==> config.mk <==
export PLATFORM = sky130hd
export DESIGN_NAME = uart_rx
export DESIGN_NICKNAME = d
export VERILOG_FILES = /design/src/rtl/uart_rx.sv
export SDC_FILE = /design/constraint.sdc
export NUM_CORES = 1
export LEC_CHECK = 0
export CAP_MARGIN = 20
export CORE_MARGIN = 5
export CORE_UTILIZATION = 34
export DETAILED_ROUTE_END_ITERATION = 6
export SLEW_MARGIN = 20
export SYNTH_ARGS = -nofsm -noshare
export SYNTH_HDL_FRONTEND = slang
export SYNTH_SLANG_ARGS = --single-unit
==> constraint.sdc <==
create_clock -name i_clock -period 5.02 [get_ports i_clock]
set_input_delay 1.004 -clock i_clock [delete_from_list [all_inputs] [get_ports i_clock]]
set_output_delay 1.004 -clock i_clock [all_outputs]
set_load 0.01 [all_outputs]
==> src/rtl/uart_rx.sv <==
// 8N1 UART receiver with a free-running 16x oversample tick generator.
// Delivers each correctly framed byte as an rx_done pulse plus rx_data.
module uart_rx #(
    parameter int NB_DATA       = 8,
    parameter int NB_STOP_TICKS = 16,
    parameter int TICK_DIV      = 163,
    parameter int NB_TICK_CNT   = 8
) (
    input  logic               i_clock,
    input  logic               i_reset,
    input  logic               i_rx,
    output logic [NB_DATA-1:0] o_rx_data,
    output logic               o_rx_done,
    output logic               o_frame_error,
    output logic               o_busy
);
    localparam int NB_BIT_CNT = (NB_DATA > 1) ? $clog2(NB_DATA) : 1;

    localparam logic [2:0] IDLE  = 3'd0;
    localparam logic [2:0] START = 3'd1;
    localparam logic [2:0] DATA  = 3'd2;
    localparam logic [2:0] STOP  = 3'd3;
    localparam logic [2:0] BREAK = 3'd4;

    localparam logic [NB_TICK_CNT-1:0] TICK_LAST = NB_TICK_CNT'(TICK_DIV - 1);
    localparam logic [NB_TICK_CNT-1:0] TICK_ONE  = NB_TICK_CNT'(1);
    localparam logic [4:0]             S_MID     = 5'd7;
    localparam logic [4:0]             S_BIT     = 5'd15;
    localparam logic [4:0]             S_STOP    = 5'(NB_STOP_TICKS - 1);
    localparam logic [NB_BIT_CNT-1:0]  N_LAST    = NB_BIT_CNT'(NB_DATA - 1);
    localparam logic [NB_BIT_CNT-1:0]  N_ONE     = NB_BIT_CNT'(1);

    logic                   rx_meta_q, rx_s_q;
    logic [NB_TICK_CNT-1:0] tick_cnt_q;
    logic                   tick;
    logic [2:0]             state_q, state_d;
    logic [4:0]             s_q, s_d;
    logic [NB_BIT_CNT-1:0]  n_q, n_d;
    logic [NB_DATA-1:0]     shreg_q, shreg_d;
    logic [NB_DATA-1:0]     data_q, data_d;
    logic                   done_q, done_d;
    logic                   ferr_q, ferr_d;

    // Tick phase is deliberately not realigned to the start edge.
    assign tick = (tick_cnt_q == TICK_LAST);

    always_comb begin
        state_d = state_q;
        s_d     = s_q;
        n_d     = n_q;
        shreg_d = shreg_q;
        data_d  = data_q;
        done_d  = 1'b0;
        ferr_d  = 1'b0;
        case (state_q)
            IDLE: begin
                if (!rx_s_q) begin
                    state_d = START;
                    s_d     = '0;
                end
            end
            START: begin
                if (tick) begin
                    if (s_q == S_MID) begin
                        if (!rx_s_q) begin
                            state_d = DATA;
                            s_d     = '0;
                            n_d     = '0;
                        end else begin
                            state_d = IDLE;
                        end
                    end else begin
                        s_d = s_q + 5'd1;
                    end
                end
            end
            DATA: begin
                if (tick) begin
                    if (s_q == S_BIT) begin
                        shreg_d = {rx_s_q, shreg_q[NB_DATA-1:1]};
                        s_d     = '0;
                        if (n_q == N_LAST) state_d = STOP;
                        else               n_d     = n_q + N_ONE;
                    end else begin
                        s_d = s_q + 5'd1;
                    end
                end
            end
            STOP: begin
                if (tick) begin
                    if (s_q == S_STOP) begin
                        if (rx_s_q) begin
                            data_d  = shreg_q;
                            done_d  = 1'b1;
                            state_d = IDLE;
                        end else begin
                            ferr_d  = 1'b1;
                            state_d = BREAK;
                        end
                    end else begin
                        s_d = s_q + 5'd1;
                    end
                end
            end
            // Held-low line must rise before another start is accepted.
            BREAK: begin
                if (rx_s_q) state_d = IDLE;
            end
            default: state_d = IDLE;
        endcase
    end

    always_ff @(posedge i_clock) begin
        if (i_reset) begin
            rx_meta_q  <= 1'b1;
            rx_s_q     <= 1'b1;
            tick_cnt_q <= '0;
            state_q    <= IDLE;
            s_q        <= '0;
            n_q        <= '0;
            shreg_q    <= '0;
            data_q     <= '0;
            done_q     <= 1'b0;
            ferr_q     <= 1'b0;
        end else begin
            rx_meta_q  <= i_rx;
            rx_s_q     <= rx_meta_q;
            tick_cnt_q <= tick ? '0 : tick_cnt_q + TICK_ONE;
            state_q    <= state_d;
            s_q        <= s_d;
            n_q        <= n_d;
            shreg_q    <= shreg_d;
            data_q     <= data_d;
            done_q     <= done_d;
            ferr_q     <= ferr_d;
        end
    end

    assign o_rx_data     = data_q;
    assign o_rx_done     = done_q;
    assign o_frame_error = ferr_q;
    assign o_busy        = (state_q != IDLE);

endmodule

==> metrics list, run 1 <==
- The detail route stage leaves a number of antenna-violating nets equal to 0.
* Reg power frac: 52.2%
- I/O pin count: 14
- From left edge to right edge, the die measures approximately 84 um.
* Max-Cap Viols: 0
* Worst hold path class: register to register
* Worst clock skew: around 0.012 ns
- Most common library cells after synthesis: dfxtp_1, nor2_1, mux2i_1, nand2b_1, nand3_1
- Residual DRC: 0
- Combinational group share of total power: roughly an eighth
- Measured in cells, the most critical reg-to-reg path has a length of 8.
- Averaged over all synthesized cells, the footprint is just over 9 um^2.
- Once detailed placement completed, the half-perimeter wirelength came to around 2.4 mm.
- The number of different library cells used by synthesis comes to 51.
- Buffer depth of the longest clock path: 2
- Category of the worst setup path launch point: register
- Setup violations remaining at the end of the flow were counted as 0.
- Count of synthesis-stage warnings from yosys: 0
- After detailed routing, the average wire length per cell comes to approximately 12 um.
* IR Drop Worst-Case VDD: between 150 and 200 uV
* Destination of the worst register-to-register timing path: o_rx_data[0]$_SDFFE_PP0P_
- Register-to-register path setup slack: approximately 2.7 ns
* Post-place setup slack: 2.627 ns
- For the finished layout, the period the worst path requires is between 2 and 3 ns.
- The final layout contains routed wiring with a total length of ~3.4 mm.
* Kind of capture point of the worst setup path: output pin
- Entering global routing, the biggest net connects 39 pins.
- Number of enable-type register cells in the synthesized netlist: 0
- In the finished design, the share of the clock period the worst path needs comes to roughly 54%.
* Post-cts sizing count: 0
- Post-synth top area cell: dfxtp_1
- Most used DFF post-synth: dfxtp_1
* Area growth from synthesis to layout: 14.78%
- Counting every sink on the clock net gives 39.
* Number of vias after detailed routing: roughly 1400
- Reg2reg start: s_q[0]$_SDFFE_PP0P_
- Critical path peak fanout: 12
- Total nets after synthesis: 209
- Total count of max-transition violations in the final report: 0
* Source-to-sink clock delay at the later pin of the worst-skew pair: roughly 0.29 ns
* Area of the die: roughly 7100 um^2
- Post-Synthesis Cells: 199
* Clock transition at the registers of the reported paths: 0.08 ns
- The floorplan step defined a core boundary enclosing 5405 um^2.
* First-pass DRT Iterations: 4
* Cell types occupying the most area after synthesis: dfxtp_1, mux2i_1, nor2_1
* H-tree Lvls: 2
* Static Leakage: between 0.8 and 0.9 nW
- Library cell used as clock root buffer: clkbuf_8
- Routability-driven placement finished with a final weighted congestion of 0.7859.
* Sum of overflow across all layers after global routing: 0
* Setup_tns: 0 ns
- For this run, the top clock speed supported by timing is approximately 370 MHz.
* Fraction of power spent switching nets: a little over a quarter
- For the pin with the worst max-slew slack, the measured transition is between 0.5 and 0.6 ns.
- Fraction of final layout cells with drive strength greater than 1: a little under an eighth
- Hold path startpoint: rx_meta_q$_SDFF_PP1_
- Buffers placed on the I/O ports in this run total 13.
- Row count: 27
* Clock tree from TritonCTS: yes
- The critical path is of the register to output pin type.
- In the synthesized netlist the async set-or-reset flop fraction comes to 0%.
* Vias per cell: 4.943
* Total track usage: 9.992%
* Vertical extent of the die: about 84 um
- Hold Path Stages: 1
- Clock share of power: a little over a third
- Data arrives at the worst endpoint at 1.70 ns.
- Starting Density: about 34%
- The number of antenna diodes in the final layout is 0.
- STA puts the critical path data required time at 4.02 ns.
- First-pass GRT wire length: about 5.9 mm
- Final critical-path setup slack: 2.312 ns
- NumNets Final: 220
- The count of final hold-check violations was 0.
- Quantity of hold-fixing buffers added after cts: 0
- The via count of the first global-routing pass came to between 1000 and 1500.
- Hold EP: rx_s_q$_SDFF_PP1_
- For this design the total switching power over the nets is 0.0001699 W.
* Count leader, synth: dfxtp_1
- Max-slew headroom at the worst pin: 65.76%
- Unrepaired setup endpoints after global routing: false
* Number of flip-flops and latches in the synthesized netlist: 39
- The number of clock buffers added by TritonCTS is 5.
- The detailed router finished its first iteration with between 100 and 150 violations.
* PwrDens: a little under 300 nW/um^2
- Share of the synthesized area in the top cell type: 41.94%
- Summing every instance area after synthesis gives roughly 1900 um^2.
- The flow ran to the end, and the final reports show no timing, DRC or antenna violations.
- Seq/Total Area, Yosys: 41.94%
- Internal Pwr Total: around 0.00046 W
- Number of buffers added for setup after CTS: 0
* Initial antenna violation count: 0
power groups by stage:
stage               clock (W)  combinational, W  sequential, W
finish               0.000223         0.0000778       0.000329
CTS                  0.000231         0.0000779       0.000329
floorplan                   0         0.0000664       0.000327
detailed placement          0         0.0000776       0.000336
global placement            0         0.0000772       0.000336
global route         0.000247         0.0000862       0.000331
placed cells by master, fill, tap and decap left out, drive strengths merged, types with 2 or more instances in the layout:
cell / Yosys / final
o22ai: 2 / 2
nand2: 4 / 4
inv: 8 / 9
nor2: 34 / 34
o21ai: 2 / 2
nand3: 10 / 10
a221oi: 2 / 2
nand4: 2 / 2
nor3b: 3 / 3
clkdlybuf4s50: 0 / 13
and3: 4 / 4
o32ai: 5 / 5
clkbuf: 6 / 6
and4bb: 2 / 2
ha: 7 / 7
dfxtp: 39 / 39
a31oi: 2 / 2
nor3: 2 / 2
nand2b: 10 / 10
and2: 2 / 2
mux2i: 16 / 16
nor2b: 2 / 2
or2: 7 / 7
xor2: 5 / 5
a21oi: 4 / 4
state kept, by name (all words and copies together), names as in the netlist:
| signal | cells |
|---|---|
| o_frame_error | 1 |
| state_q | 3 |
| shreg_q | 8 |
| s_q | 5 |
| o_rx_done | 1 |
| n_q | 3 |
| rx_s_q | 1 |
| o_rx_data | 8 |
| rx_meta_q | 1 |
| tick_cnt_q | 8 |
worst max-delay path, stage by stage (launching register included):
cell and delay, ns:
dfxtp_1 0.51, inv_1 0.24, nand2_1 0.13, clkdlybuf4s50_1 0.54
layout make-up:
type                    instances  area [um^2]
fillers                       565         3268
multi-input cells             142         1002
flip-flops and latches         39        780.7
repair buffers                 14        137.6
well taps                      72        90.09
clock buffers                   6        82.58
inverters                       8        30.03
clock inverters                 2        13.76
how the worst max path moves through the flow:
stage | startpoint | end | slack [ns] | cells after the start
2_1_floorplan | i_reset | o_rx_data[4]$_SDFFE_PP0P_ | 3.09 | 4
3_3_place_gp | state_q[0]$_SDFFE_PP0P_ | o_busy | 2.64 | 3
3_5_place_dp | state_q[1]$_SDFFE_PP0P_ | o_busy | 2.63 | 3
4_1_cts | state_q[1]$_SDFFE_PP0P_ | o_busy | 2.30 | 3
5_1_grt | state_q[1]$_SDFFE_PP0P_ | o_busy | 2.17 | 3
6_report | state_q[1]$_SDFFE_PP0P_ | o_busy | 2.31 | 3
metrics by stage:
| stage | std cells | total power, W | instance area, um^2 | hold WS (ns) | util (%) |
|---|---|---|---|---|---|
| after floorplan | 199 | 0.0003933 | 1862 | 0.3895 | - |
| after global placement | 275 | 0.0004128 | 2041 | 0.3927 | 37.75 |
| after detailed placement | 275 | 0.0004134 | 2041 | 0.4057 | 37.75 |
| after CTS | 283 | 0.0006379 | 2137 | 0.4277 | 39.54 |
| after global routing | 283 | 0.0006646 | 2137 | 0.4404 | 39.54 |
| final | 283 | 0.0006304 | 2137 | 0.4236 | 39.54 |
layer usage:
layer | up-vias | wire, um | global-route usage (%)
met5 | - | 0 | 0
met4 | 0 | 38 | 3.509
met3 | 2 | 100 | 2.665
met2 | 26 | 1603 | 16.05
met1 | 651 | 1668 | 12.86
li1 | 720 | - | -
kinds of logic after synthesis:
logic type | Yosys count | share of synthesized area (%)
and+or+nand+nor | 87 | 26.28
DFF | 39 | 41.94
AOI/OAI and AO/OA | 26 | 11.43
buffers and inverters | 18 | 4.234
muxes | 16 | 8.602
adders and majority gates | 7 | 4.704
xor gates and xnor gates | 6 | 2.823
(Power assumes the default switching activity.)
==> run 2: changes to the inputs <==
==> constraint.sdc (replaced) <==
create_clock -name i_clock -period 2.4 [get_ports i_clock]
set_input_delay 0.48 -clock i_clock [delete_from_list [all_inputs] [get_ports i_clock]]
set_output_delay 0.48 -clock i_clock [all_outputs]
set_load 0.01 [all_outputs]
==> metrics list, run 2 (synthesized netlist as in run 1, its figures left out) <==
- The run finished with clean final reports.
- The critical path data required time came to 1.92 ns (-2.10 ns).
- The number of cell rows came to 27 (unchanged).
- The clock sink count came to 39 (unchanged).
- H-tree Lvls: 2 (unchanged)
- The number of iterations in the first detailed-routing pass is 4 (unchanged).
- Source-to-sink clock delay at the later pin of the worst-skew pair: 0.28 ns (about the same)
* Buffer depth of the longest clock path: 2 (unchanged)
- Final weighted congestion in routability-driven placement: 0.7705 (-2.0%)
- The initial antenna violation count was 0 (unchanged).
- The library cell used most frequently in the layout, excluding fill and tap cells, is dfxtp_1.
- The TritonCTS buffer count was 5 (unchanged).
- The worst setup slack after layout is 0.1750 ns (-2.137 ns).
- TritonCTS built the clock tree.
- The count of buffers inserted at the top-level ports is 13 (unchanged).
- Dividing the final minimum period by the clock period gives around 93%.
* Post-place setup slack: 0.2238 ns (-2.403 ns)
- The post-cts repair resize count was 0 (unchanged).
- The maximum resistive drop on vdd came to 337.4 uV (+93%).
* Number of buffers added for setup after CTS: 0 (unchanged)
- Vertical extent of the die: 84 um (unchanged)
- The global-route total usage across every layer is 10.88% (+0.89 points).
- Worst hold margin: 0.4097 ns (-0.01385 ns)
* Setup violations, final: 0 (unchanged)
- The proportion of layout cells with a drive suffix above 1 is 15.00% (+3.2 points).
* Starting Density: 34.44% (unchanged)
* Sum of overflow across all layers after global routing: 0 (unchanged)
- Vias per cell: 4.877 (-1.4%)
- The utilization after layout is 40.63% (+1.1 points).
- The area enclosed by the die boundary was 7056 um^2 (unchanged).
- The pin count of the biggest net entering global routing came to 17 (-56%).
- The post-route total power is 0.001294 W (+110%).
- Total count of max-transition violations in the final report: 0 (unchanged)
* Min Clock Period, post-route: around 2.2 ns
- Quantity of hold-fixing buffers added after cts: 0 (unchanged)
- The total number of vias is 1424 (+1.8%).
- In the layout the commonest cells are dfxtp_1, nor2_1, mux2i_1.
- Setup repair after global routing left no endpoint under its margin.
- NumNets Final: 229 (+4.1%)
- Inserted Diodes: 0 (unchanged)
* Placed wire-length estimate after detailed placement: 2.573 mm (+8.3%)
- The final-layout setup total negative slack was 0 ns (unchanged).
- The global-route wire length before repair is 6.265 mm (+6.3%).
* Area growth from synthesis to layout: 17.94%
- The setup path with the least slack is of type register to output pin.
* Routed wirelength normalized by instance count: 12.55 um (+4.2%)
- Total routed wirelength: 3.666 mm (+7.5%)
* Crit path DAT: 1.75 ns (+0.05 ns)
- Category of the worst setup path launch point: register
- Worst clock skew: 0.006027 ns (-0.006439 ns)
- Based on the critical path, the design can be clocked at up to roughly 450 MHz.
- Clock transition at the registers of the reported paths: 0.07 ns (about the same)
- Detail Route Antenna Nets: 0 (unchanged)
- The via count of the first global-routing pass came to 1360 (+7.5%).
- The cell sitting at the root of the clock tree is a clkbuf_8.
- Fillers: 580 (+2.7%)
- The highest net fanout along the worst path came to 12 (unchanged).
* Static Leakage: 0.8809 nW (+4.3%)
- Worst hold path class: register to register
- Max-slew headroom at the worst pin: 61.11% (-4.7 points)
- I/O pin count: 14 (unchanged)
- Final hold viol count: 0 (unchanged)
* Number of design-rule violations left by the first detailed-router iteration: 114 (+3.6%)
* Total core area: 5405 um^2 (unchanged)
- Max-Cap Viols: 0 (unchanged)
- Kind of capture point of the worst setup path: output pin
- PwrDens: 589.3 nW/um^2 (+100%)
- The pin slew with the least headroom to its limit came to 0.5816 ns (+0.06797 ns).
- Residual DRC: 0 (unchanged)
* DIE WIDTH: 84 um (unchanged)
-- run 2: path summary, 6_finish.rpt --
path | depth (start not counted) | endpoint | startpoint | slack, ns
hold / removal | 1 | rx_s_q$_SDFF_PP1_ | rx_meta_q$_SDFF_PP1_ | 0.41
hold reg to reg | 1 | rx_s_q$_SDFF_PP1_ | rx_meta_q$_SDFF_PP1_ | 0.41
setup / recovery | 3 | o_busy | state_q[1]$_SDFFE_PP0P_ | 0.17
setup reg to reg | 8 | s_q[4]$_SDFFE_PP0P_ | s_q[0]$_SDFFE_PP0P_ | 0.27
-- run 2: layout make-up --
type	count	area, um^2	share of cell area, %
Timing Repair Buffer	23	205.2	9.345
Clock buffer	7	76.32	3.476
Multi-Input combinational cell	142	1008	45.93
Inverter	8	30.03	1.368
Clock inverter	1	5.005	0.2279
Sequential cell	39	780.7	35.56
Tap cell	72	90.09	4.103
-- run 2: metrics by stage --
step                cells  instance area, um^2
finish                292                 2196
global route          292                 2196
CTS                   292                 2190
detailed placement    284                 2108
global placement      284                 2108
floorplan             199                 1862
-- run 2: worst max-delay path, cell delays in order (launching register included) --
cell and delay [ns]:
dfxtp_1 0.54, inv_1 0.26, nand2_1 0.13, clkdlybuf4s50_1 0.54
-- run 2: layer usage --
metal	global-route usage (%)	part of all wire [%]	vias up
met3	2.468	2.8	2
met1	13.54	49	665
met5	0	0	-
li1	-	-	735
met2	18.08	47	22
met4	4.386	1.1	0
-- run 2: where the power goes --
part	total (W)	internal, W	leakage [nW]	switching (W)
sequential	0.000678	0.000660	0.315	0.0000180
clock	0.000420	0.000204	0.0422	0.000216
combinational	0.000197	0.0000821	0.523	0.000114
==> run 3: changes to the inputs <==
--- a/config.mk
+++ b/config.mk
@@ -9,6 +9,7 @@
 export CORE_MARGIN = 5
 export CORE_UTILIZATION = 34
 export DETAILED_ROUTE_END_ITERATION = 6
+export MAX_ROUTING_LAYER = met4
 export SLEW_MARGIN = 20
 export SYNTH_ARGS = -nofsm -noshare
 export SYNTH_HDL_FRONTEND = slang
==> metrics list, run 3 (synthesized netlist as in run 1, its figures left out) <==
* Worst hold margin: 0.4097 ns (unchanged)
* Min Clock Period, post-route: 2.218 ns (-0.006757 ns)
- Inserted Diodes: 0 (unchanged)
- Area of combinational cells with multiple inputs: 1008 um^2 (unchanged)
- The share of the cycle needed by the critical path after routing is 92.43% (-0.28 points).
- The count of buffers inserted at the top-level ports came to 13 (unchanged).
- The pin slew with the least headroom to its limit came to 0.5855 ns (+0.003885 ns).
* Vertical extent of the die: 84 um (unchanged)
* Crit path DAT: 1.74 ns (about the same)
* Critical Path Slowest Stage Cell: clkdlybuf4s50_1
- Library cell used as clock root buffer: clkbuf_8
* Worst Reg2Reg Path Length in Cells: 8 (unchanged)
* IR Drop Worst-Case VDD: 337.4 uV (about the same)
- The proportion of layout cells with a drive suffix above 1 was 15.00% (unchanged).
- Total count of max-transition violations in the final report: 0 (unchanged)
* Max-Cap Viols: 0 (unchanged)
- First-pass DRT Iterations: 4 (unchanged)
- Top delay family on crit path: buffers and inverters
- First-pass GRT wire length: 6.265 mm (unchanged)
- The net switching power is 0.0003481 W (about the same).
* Destination of the worst register-to-register timing path: s_q[4]$_SDFFE_PP0P_
- Kind of capture point of the worst setup path: output pin
* Category of the worst setup path launch point: register
* Via count of the first global-routing pass: 1362 (+0.15%)
- Clock share of power: 32.5% (about the same)
- Global Route met2 Usage: 18.15% (+0.072 points)
- The worst hold path terminates at rx_s_q$_SDFF_PP1_.
- The number of remaining DRC errors was 0 (unchanged).
* Number of vias after detailed routing: 1423 (-0.070%)
* Internal Pwr Total: 0.0009457 W (unchanged)
- The later-pin clock latency in the skew report came to 0.28 ns (about the same).
- The setup path with the least slack is of type register to output pin.
* I/O pin count: 14 (unchanged)
- Clock transition at the registers of the reported paths: 0.07 ns (about the same)
* Clock tree from TritonCTS: yes
* Storage cell area: 780.7 um^2 (unchanged)
- Most used routing layer in global routing: met2
* Initial antenna violation count: 0 (unchanged)
- The library cells used most frequently in the layout, excluding fill and tap cells, are dfxtp_1, nor2_1, mux2i_1.
* Met3 usage in global routing: 2.468% (unchanged)
* Cell Chain, Critical Path: inv_1 -> nand2_1 -> clkdlybuf4s50_1
- The antenna violation net count after detailed routing is 0 (unchanged).
- The maximum clock insertion buffer count is 2 (unchanged).
- Critical path peak fanout: 12 (unchanged)
* Final weighted congestion in routability-driven placement: 0.7809 (+1.3%)
- The clock skew after layout is 0.006013 ns (-0.00001424 ns).
* Fillers: 580 (unchanged)
- Total track usage: 11.18% (+0.30 points)
* GR met1 Demand/Resource: 13.48% (-0.060 points)
- Routed wirelength normalized by instance count: 12.52 um (-0.30%)
* NumNets Final: 229 (unchanged)
- Worst hold path class: register to register
* Static Leakage: 0.8809 nW (unchanged)
* Reg power frac: 52.4% (about the same)
- The TritonCTS buffer count came to 5 (unchanged).
- The total power divided by cell area came to 589.2 nW/um^2 (about the same).
- The worst hold path begins at rx_meta_q$_SDFF_PP1_.
- The achievable clock frequency is 450.8 MHz (+0.30%).
* Max-slew headroom at the worst pin: 60.85% (-0.26 points)
- Vias per cell: 4.873 (about the same)
- The final-layout setup total negative slack came to 0 ns (unchanged).
- The die span in x was 84 um (unchanged).
* Run status: finished clean
- The switching share of power was 26.91% (about the same).
* Maximum number of pins on one net before global-route repair: 17 (unchanged)
* Number of design-rule violations left by the first detailed-router iteration: 103 (-9.6%)
* Unrepaired setup endpoints after global routing: false
- Register-to-register path setup slack: 0.28 ns (about the same)
* Total core area: 5405 um^2 (unchanged)
- The count of final hold-check violations is 0 (unchanged).
- The maximum level of the CTS H-tree was 2 (unchanged).
* Placed wire-length estimate after detailed placement: 2.573 mm (unchanged)
- Most common cell after layout, fill and taps aside: dfxtp_1
* Area of the die: 7056 um^2 (unchanged)
- The number of cell rows came to 27 (unchanged).
* Delay contributed by the slowest stage of the critical path: 0.54 ns (about the same)
* Setup violations, final: 0 (unchanged)
- The total setup buffers inserted after CTS is 0 (unchanged).
* Starting Density: 34.44% (unchanged)
- The residual overflow from global routing was 0 (unchanged).
- Total routed wirelength: 3.655 mm (-0.30%)
* Buf/Inv on CP: 2 (unchanged)
- Data required time of the worst path: 1.92 ns (about the same)
- The startpoint identified for the worst register-to-register timing path is s_q[0]$_SDFFE_PP0P_.
* Combinational group share of total power: 15.2% (about the same)
- The instance count along the most critical hold path came to 1 (unchanged).
- The post-route total power was 0.001294 W (about the same).
* Clock sink count: 39 (unchanged)
* Area growth from synthesis to layout: 17.94% (unchanged)
==> run 3: worst max path at each step <==
| stage | from | end | slack [ns] | cells after the start |
|---|---|---|---|---|
| finish | state_q[1]$_SDFFE_PP0P_ | o_busy | 0.18 | 3 |
| global placement | s_q[0]$_SDFFE_PP0P_ | s_q[2]$_SDFFE_PP0P_ | 0.27 | 8 |
| CTS | state_q[1]$_SDFFE_PP0P_ | o_busy | 0.19 | 3 |
| floorplan | s_q[0]$_SDFFE_PP0P_ | o_rx_data[0]$_SDFFE_PP0P_ | 0.49 | 9 |
| detailed placement | s_q[0]$_SDFFE_PP0P_ | s_q[2]$_SDFFE_PP0P_ | 0.22 | 8 |
| global route | state_q[1]$_SDFFE_PP0P_ | o_busy | 0.06 | 3 |
==> run 3: layout make-up <==
type / instances / share of cell area [%]
Tap cell: 72 / 4.103
Multi-Input combinational cell: 142 / 45.93
Inverter: 8 / 1.368
Timing Repair Buffer: 23 / 9.345
Clock inverter: 1 / 0.2279
Clock buffer: 7 / 3.476
Sequential cell: 39 / 35.56
==> run 3: metrics by stage <==
stage          cell area [um^2]  cells  util, %  setup slack (ns)
3_5_place_dp               2108    284    39.00            0.2238
3_3_place_gp               2108    284    39.00            0.2714
2_1_floorplan              1862    199        -            0.4934
5_1_grt                    2196    292    40.63           0.06412
6_report                   2196    292    40.63            0.1817
4_1_cts                    2190    292    40.51            0.1879
==> run 3: what timing repair did <==
item,4_1_cts,5_1_grt
hold buffers,0,0
setup endpoints to repair,0,1
resized for setup,0,1
==> run 3: routing by layer <==
layer	wire length [um]	vias to the layer above	share of wire, %
met3	102	2	2.8
met5	0	-	0
li1	-	735	-
met4	40	0	1.1
met1	1785	666	49
met2	1726	20	47
==> run 3: power by group through the flow <==
stage	Combinational, W	Sequential, W	Clock, W
after floorplan	0.000139	0.000684	0
after global placement	0.000191	0.000692	0
after detailed placement	0.000189	0.000692	0
after CTS	0.000191	0.000677	0.000437
after global routing	0.000219	0.000680	0.000470
final	0.000196	0.000677	0.000420
